==> config.mk <==
export PLATFORM = sky130hd
export DESIGN_NAME = random_draw
export DESIGN_NICKNAME = d
export VERILOG_FILES = /design/src/rtl/random_draw.sv
export SDC_FILE = /design/constraint.sdc
export NUM_CORES = 1
export LEC_CHECK = 0
export CORE_ASPECT_RATIO = 0.7
export CORE_MARGIN = 2
export CORE_UTILIZATION = 40
export CTS_BUF_LIST = sky130_fd_sc_hd__clkbuf_8
export DETAILED_ROUTE_END_ITERATION = 7
export PLACE_DENSITY = 0.6
export SETUP_SLACK_MARGIN = 0.05
export SLEW_MARGIN = 25
export SYNTH_ARGS = -nofsm -noshare
export SYNTH_HDL_FRONTEND = slang
export SYNTH_SLANG_ARGS = --single-unit
export TNS_END_PERCENT = 50
==> constraint.sdc <==
create_clock -name clk -period 1.8 [get_ports clk]
set_clock_uncertainty 0.15 [all_clocks]
set_input_delay 0.36 -clock clk [delete_from_list [all_inputs] [get_ports clk]]
set_output_delay 0.36 -clock clk [all_outputs]
set_load 0.02 [all_outputs]
==> src/rtl/random_draw.sv <==
// Deals symbols 0..N_SYMBOLS-1 without replacement from a free-running random source.
// Define DRAW_TIMEOUT_EN to force a pick of the lowest unused symbol after TIMEOUT fruitless SEARCH cycles.
module random_draw #(
    parameter int N_SYMBOLS = 7,
    parameter int SYM_W     = 3,
    parameter int TIMEOUT   = 15
) (
    input  logic                               clk,
    input  logic                               rst,
    input  logic [SYM_W-1:0]                   rnd_in,
    input  logic                               req,
    input  logic                               ack,
    input  logic                               shuffle,
    output logic [SYM_W-1:0]                   val_out,
    output logic                               val_valid,
    output logic                               busy,
    output logic                               deck_empty,
    output logic [$clog2(N_SYMBOLS+1)-1:0]     remaining
`ifdef DRAW_TIMEOUT_EN
    ,
    output logic                               timeout_flag
`endif
);

    localparam int REM_W = $clog2(N_SYMBOLS+1);
    localparam int DEPTH = 1 << SYM_W;

    typedef enum logic [1:0] {IDLE, SEARCH, HOLD} state_t;

    state_t               state;
    logic [N_SYMBOLS-1:0] used_mask;
    logic [DEPTH-1:0]     free_vec;
    logic                 hit;
    logic                 force_pick;
    logic [SYM_W-1:0]     pick_sym;

`ifdef DRAW_TIMEOUT_EN
    localparam int CNT_W = $clog2(TIMEOUT+1);
    logic [CNT_W-1:0] srch_cnt;

    function automatic logic [SYM_W-1:0] lowest_free(input logic [N_SYMBOLS-1:0] used);
        lowest_free = '0;
        for (int i = N_SYMBOLS-1; i >= 0; i--)
            if (!used[i]) lowest_free = SYM_W'(i);
    endfunction
`endif

    // Out-of-range codes land in the zero padding above N_SYMBOLS, so they never hit.
    always_comb begin
        free_vec                = '0;
        free_vec[N_SYMBOLS-1:0] = ~used_mask;
        hit                     = free_vec[rnd_in];
        force_pick              = 1'b0;
        pick_sym                = rnd_in;
`ifdef DRAW_TIMEOUT_EN
        force_pick = !hit && (srch_cnt == CNT_W'(TIMEOUT-1));
        if (!hit) pick_sym = lowest_free(used_mask);
`endif
    end

    assign busy       = (state != IDLE);
    assign deck_empty = (remaining == '0);

    always_ff @(posedge clk) begin
        if (rst) begin
            state     <= IDLE;
            used_mask <= '0;
            remaining <= REM_W'(N_SYMBOLS);
            val_out   <= '0;
            val_valid <= 1'b0;
`ifdef DRAW_TIMEOUT_EN
            srch_cnt     <= '0;
            timeout_flag <= 1'b0;
`endif
        end else begin
            case (state)
                IDLE: begin
                    if (shuffle) begin
                        used_mask <= '0;
                        remaining <= REM_W'(N_SYMBOLS);
                    end
                    // A simultaneous shuffle refills the deck, so the request is honoured even when empty.
                    if (req && (shuffle || remaining != '0)) begin
                        state <= SEARCH;
`ifdef DRAW_TIMEOUT_EN
                        srch_cnt <= '0;
`endif
                    end
                end
                SEARCH: begin
                    if (hit || force_pick) begin
                        val_out             <= pick_sym;
                        used_mask[pick_sym] <= 1'b1;
                        remaining           <= remaining - REM_W'(1);
                        val_valid           <= 1'b1;
                        state               <= HOLD;
`ifdef DRAW_TIMEOUT_EN
                        timeout_flag <= force_pick;
`endif
                    end else begin
`ifdef DRAW_TIMEOUT_EN
                        srch_cnt <= srch_cnt + CNT_W'(1);
`endif
                    end
                end
                HOLD: begin
                    if (ack) begin
                        val_valid <= 1'b0;
                        state     <= IDLE;
`ifdef DRAW_TIMEOUT_EN
                        timeout_flag <= 1'b0;
`endif
                    end
                end
                default: state <= IDLE;
            endcase
        end
    end

endmodule
==> Word-level counts from Yosys, hierarchy flattened <==
Index checks and enable logic that the tools add are counted.
{ "totals": {"ff_bits": 16, "in_bits": 8, "output_inout_bits": 9, "elab_cells": 46} }
{ "op_classes": {"addsub": 1, "order_cmp": 2, "eq_ne": 6, "n_mux": 17, "bitwise": 2, "n_reduce_logical": 13} }
{ "ops": {"columns": ["op", "n"], "rows": [
  ["$mux 7", 2],
  ["$pmux 7 s2", 1],
  ["$reduce_and 3->1", 3],
  ["$ne 2x2->1 const B", 4],
  ["$not 7->7", 1],
  ["$or 7x7->7", 1],
  ["$mux 2", 3],
  ["$mux 3", 2],
  ["$pmux 2 s3", 1],
  ["$pmux 3 s2", 1],
  ["$reduce_bool 2->1", 3],
  ["$lt 3x4->1 const B", 1],
  ["$mux 1", 4],
  ["$bmux 1 s3", 1],
  ["$demux 1 s3", 1],
  ["$ge 3x1->1 const B", 1],
  ["$logic_not 3->1", 1],
  ["$reduce_bool 3->1", 1],
  ["$sub 3x1->3 const B", 1],
  ["$eq 2x1->1 const B", 1],
  ["$eq 2x2->1 const B", 1],
  ["$logic_and 1x1->1", 2],
  ["$logic_not 2->1", 1],
  ["$pmux 1 s2", 1],
  ["other kinds (2)", 2]
]} }

==> Logic depth before layout (Yosys ltp) <==
{ "logic_depth": {"word_depth": 7, "mapped_depth": 6, "depth_no_buf": 5} }

==> Least setup slack after synthesis <==
Ideal clock, no wire load.
{ "synth_path": {"kind": "register to register", "startpoint": "register remaining[0]", "endpoint": "register state[0]", "setup_ps": 86, "arrival_time_ps": 1443, "t_required_ps": 1564, "path_slack_ps": 121, "stages_incl_launch_ff": 6, "n_path_buf": 0, "period_less_slack_ps": 1679, "path_cell_list": "dfxtp_1 > inv_1 > ha_1 > nor2b_1 > a211o_1 > a211oi_1"} }
{ "synth_between": {"elab_chain_len": 5} }
{ "synth_rtl": {"columns": ["item", "line", "source"], "rows": [
  ["start, declared", "18", "output logic [$clog2(N_SYMBOLS+1)-1:0] remaining"],
  ["start signal, assigned", "68", "remaining <= REM_W'(N_SYMBOLS);"],
  ["start signal, assigned", "80", "remaining <= REM_W'(N_SYMBOLS);"],
  ["start signal, assigned", "94", "remaining <= remaining - REM_W'(1);"],
  ["$reduce_bool 3->1", "83", "if (req && (shuffle || remaining != '0)) begin"],
  ["$logic_or 1x1->1", "83", null],
  ["$logic_and 1x1->1", "83", null],
  ["$ne 2x2->1 (no source line)", null, null],
  ["$reduce_and 3->1 (no source line)", null, null],
  ["end signal, assigned", "84", "state <= SEARCH;"],
  ["end signal, assigned", "96", "state <= HOLD;"],
  ["end signal, assigned", "109", "state <= IDLE;"],
  ["end, declared", "30", "state_t state;"]
]} }
Every way passes these cells.
A chain may end at the register's enable or synchronous reset.

==> Worst setup path after layout <==
{ "layout_path": {"startpoint": "register val_out[0]", "endpoint": "output val_out[0]"} }
{ "layout_lines": {"columns": ["item", "line", "source"], "rows": [
  ["start, declared", "14", "output logic [SYM_W-1:0] val_out,"],
  ["start signal, assigned", "92", "val_out <= pick_sym;"]
]} }
No word-level cell between the ends.

==> summary.log <==
[route] antenna violation net count after detailed routing 0
[route] average routed wire per standard cell 14.5 microns
[power_and_ir_drop] total net switching power 0.000231 W
[floorplanning] Horiz. Die Dim 60.5 microns
[worst_setup_path] Max FO, Critical Path 2
[clock_network] insertion delay of the later-clocked pin in the worst-skew pair 0.25 ns
[clock_network] maximum level of the CTS H-tree 1
[logic_synthesis] Avg Cell Area, Syn 9.62 sq um
[logic_synthesis] Netlist Area Pre-Place 895 sq um
[route] wirelength, routed 2270 microns
[logic_synthesis] top flip-flop cell by instance count after synthesis dfxtp_1
[grt] number of global-route vias before repair 838
[logic_synthesis] area fraction of the dominant cell type after synthesis 35.8%
[power_and_ir_drop] static leakage power 0.520 nW
[logic_synthesis] Synth async-reset ratio 0%
[placement] Port Buf Inserts 16
[logic_synthesis] most instantiated library cell after synthesis dfxtp_1
[floorplanning] floorplan row count 14
[clock_network] number of buffers created by CTS 3
[logic_synthesis] Post-synth EDFFs 0
[timing] Max transition margin 81.8%
[worst_setup_path] CP Data Arrival Time 1.18 ns
[power_and_ir_drop] total power divided by cell area 697 nW/um^2
[finish] Synth-to-Final Area Change 40.6%
[worst_setup_path] worst-case reg-to-reg path depth 5
[worst_setup_path] CP Buf/Inv Count 1
[grt] GRT Overall Usage 20.1%
[run_status] outcome finished clean
[finish] antenna diode instance count 0
[power_and_ir_drop] fraction of power consumed by the clock network 37.0%
[placement] RD Place Congestion 0.853
[worst_setup_path] category of the most critical setup path reg2out
[hold_path] Min-Delay Startpoint val_valid$_SDFFE_PP0P_
[worst_setup_path] r2r setup slk 0.24 ns
[logic_synthesis] syn_nets 103
[placement] Post-DP HPWL 1760 microns
[clock_network] TritonCTS clock tree done
[floorplanning] num ports 17
[timing] Final Worst Setup Slack 0.111 ns
[flow_run] max_cap viols 0
[grt] wire length of the first global-routing pass 3820 microns
[worst_setup_path] launching instance or port of the critical path val_out[0]$_SDFFE_PP0P_
[timing] portion of the clock cycle consumed by the worst path in the final layout 93.8%
[timing] top achievable clock speed 0.592 GHz
[logic_synthesis] cell type with the highest aggregate area in the netlist dfxtp_1
[hold_path] Hold Path End val_valid$_SDFFE_PP0P_
[worst_setup_path] instance count on the critical path 1
[worst_setup_path] Crit path max-delay family buffers and inverters
[route] DR vias 819
[placement] Setup WS pre-CTS -0.474 ns
[floorplanning] Die Area 2640 sq um
[power_and_ir_drop] proportion of power drawn by flip-flops and latches 42.6%
[grt] number of antenna violations at the first check in global routing 0
[finish] fraction of final layout cells with drive strength greater than 1 32.0%
[hold_path] worst min-delay path category reg2reg
[worst_setup_path] Slowest cell on crit path clkdlybuf4s50_1
[finish] Core Util, Final 58.8%
[route] remaining routing DRC violations 0
[route] DR pass1 iterations 4
[grt] overflow left after global routing 0
[logic_synthesis] number of standard cells after synthesis 93
[logic_synthesis] count of different cell masters after synthesis 41
[worst_setup_path] launching element type of the critical path register
[logic_synthesis] total number of yosys warnings 0
[power_and_ir_drop] sum of internal, switching and leakage power 0.000877 W
[timing] final-report hold violation count 0
[worst_setup_path] RR Endpoint used_mask[2]$_SDFFE_PP0P_
[worst_setup_path] cell-by-cell trace of the critical path clkdlybuf4s50_1
[timing] total count of max-transition violations in the final report 0
[clock_network] master cell of the clock root buffer clkbuf_8
[clock_network] clock input transition at the sequential cells of the worst setup and hold paths 0.07 ns
[finish] final-stage net count 136
[logic_synthesis] Seq cells post-synth 16
[hold_path] worst hold path depth 2
[grt] pin count of the biggest net entering global routing 10
[clock_network] number of buffers on the longest clock path 2
[floorplanning] effective utilization at floorplan 41.9%
[route] iteration-0 DRC count of the detailed router 19
[power_and_ir_drop] combinational cell fraction of total power 20.5%
[timing] unrepaired setup endpoints after global routing no
[timing] minimum period implied by the final worst setup slack 1.69 ns
[power_and_ir_drop] Sw Share 26.4%
[logic_synthesis] most instantiated cells after synthesis dfxtp_1 (16), inv_1 (7), nand2_1 (6), a21oi_1 (5)
[floorplanning] vertical die dimension 43.6 microns
[floorplanning] core area 2140 sq um
[route] per-cell via count in the routed design 5.22
[timing] final number of setup-violating endpoints 0
[logic_synthesis] Area contributors post-synth dfxtp_1 (36%), o41ai_2 (3.6%), mux2i_2 (3.1%), inv_1 (2.9%), a21oi_1 (2.8%)
[power_and_ir_drop] Internal 0.000646 W
[worst_setup_path] Crit Reg-Reg Startpoint state[1]$_SDFFE_PP0P_
[power_and_ir_drop] peak supply drop 0.429 mV
[worst_setup_path] critical path's largest stage delay 0.60 ns
[logic_synthesis] sequential cell area fraction in the yosys report 35.8%
[timing] Tightest Pin Transition 0.274 ns
[worst_setup_path] critical path data required time 1.29 ns
[clock_network] sinks on the clock net 16
[worst_setup_path] endpoint kind of the worst setup timing path output pin
-- how the worst max path moves through the flow --
stage | end | slack (ns)
CTS | deck_empty | 0.02
floorplan | state[0]$_SDFFE_PP0P_ | 0.12
detailed placement | remaining[0]$_SDFFE_PP1P_ | -0.47
finish | val_out[0] | 0.11
global placement | remaining[1]$_SDFFE_PP1P_ | -0.40
global route | val_out[2] | 0.07
-- state kept, by name, indices dropped and copies added (netlist names) --
| signal | cells |
|---|---|
| remaining | 3 |
| val_out | 3 |
| state | 2 |
| val_valid | 1 |
| used_mask | 7 |
-- logic make-up after synthesis --
group,count (synthesis),share of synthesized area (%)
DFF,16,35.8
buffers and inverters,12,6.85
adders and majority gates,2,2.80
AOI/OAI and AO/OA,32,32.3
and+or+nand+nor,28,17.5
muxes,3,4.76
-- per-layer routing --
| layer | part of all wire (%) | vias to the layer above | track usage [%] |
|---|---|---|---|
| met3 | 5.6 | 2 | 6.27 |
| met1 | 49 | 388 | 26.4 |
| met5 | 0 | - | 0 |
| met2 | 45 | 19 | 32.8 |
| met4 | 0.40 | 0 | 4.35 |
| li1 | - | 410 | - |
-- layout by cell type, fill, tap and decap left out, drive strengths merged, types with 3 or more instances in the layout --
cell            n
nand3           3
dlygate4sd2     4
clkdlybuf4s50   9
nand2           7
buf            17
dfxtp          16
o211ai          3
o21ai           8
nor2            5
clkbuf          6
a21oi           5
inv             7
-- cell type report --
type                       count  area (sq um)
clock buffer                   4          55.1
fill                         219           880
inverter                       7          26.3
multi-input combinational     65           541
sequential                    16           320
tap                           32          40.0
timing repair buffer          33           275
-- stage by stage --
step | hold slack (ns) | TNS [ns] | cell area, sq um | cells
floorplan | 0.288 | 0 | 895 | 93
global placement | 0.297 | -5.65 | 1180 | 152
detailed placement | 0.296 | -6.49 | 1180 | 152
CTS | 0.306 | 0 | 1230 | 156
global route | 0.343 | 0 | 1260 | 157
finish | 0.303 | 0 | 1260 | 157
-- power groups by stage --
stage	Clock [W]	Sequential (W)	Combinational, W
2_1_floorplan	0	0.000390	0.0000881
3_3_place_gp	0	0.000381	0.000172
3_5_place_dp	0	0.000381	0.000177
4_1_cts	0.000336	0.000373	0.000174
5_1_grt	0.000345	0.000375	0.000196
6_report	0.000324	0.000373	0.000179
-- repair_timing --
action,4_1_cts,5_1_grt
hold buffers,0,0
pin swaps,0,2
cloned,0,0
resized for setup,8,8
buffers inserted,0,1
endpoints found under the hold margin,0,0
endpoints found under the setup margin,20,16
No activity file was read; power rests on OpenSTA's default activity.
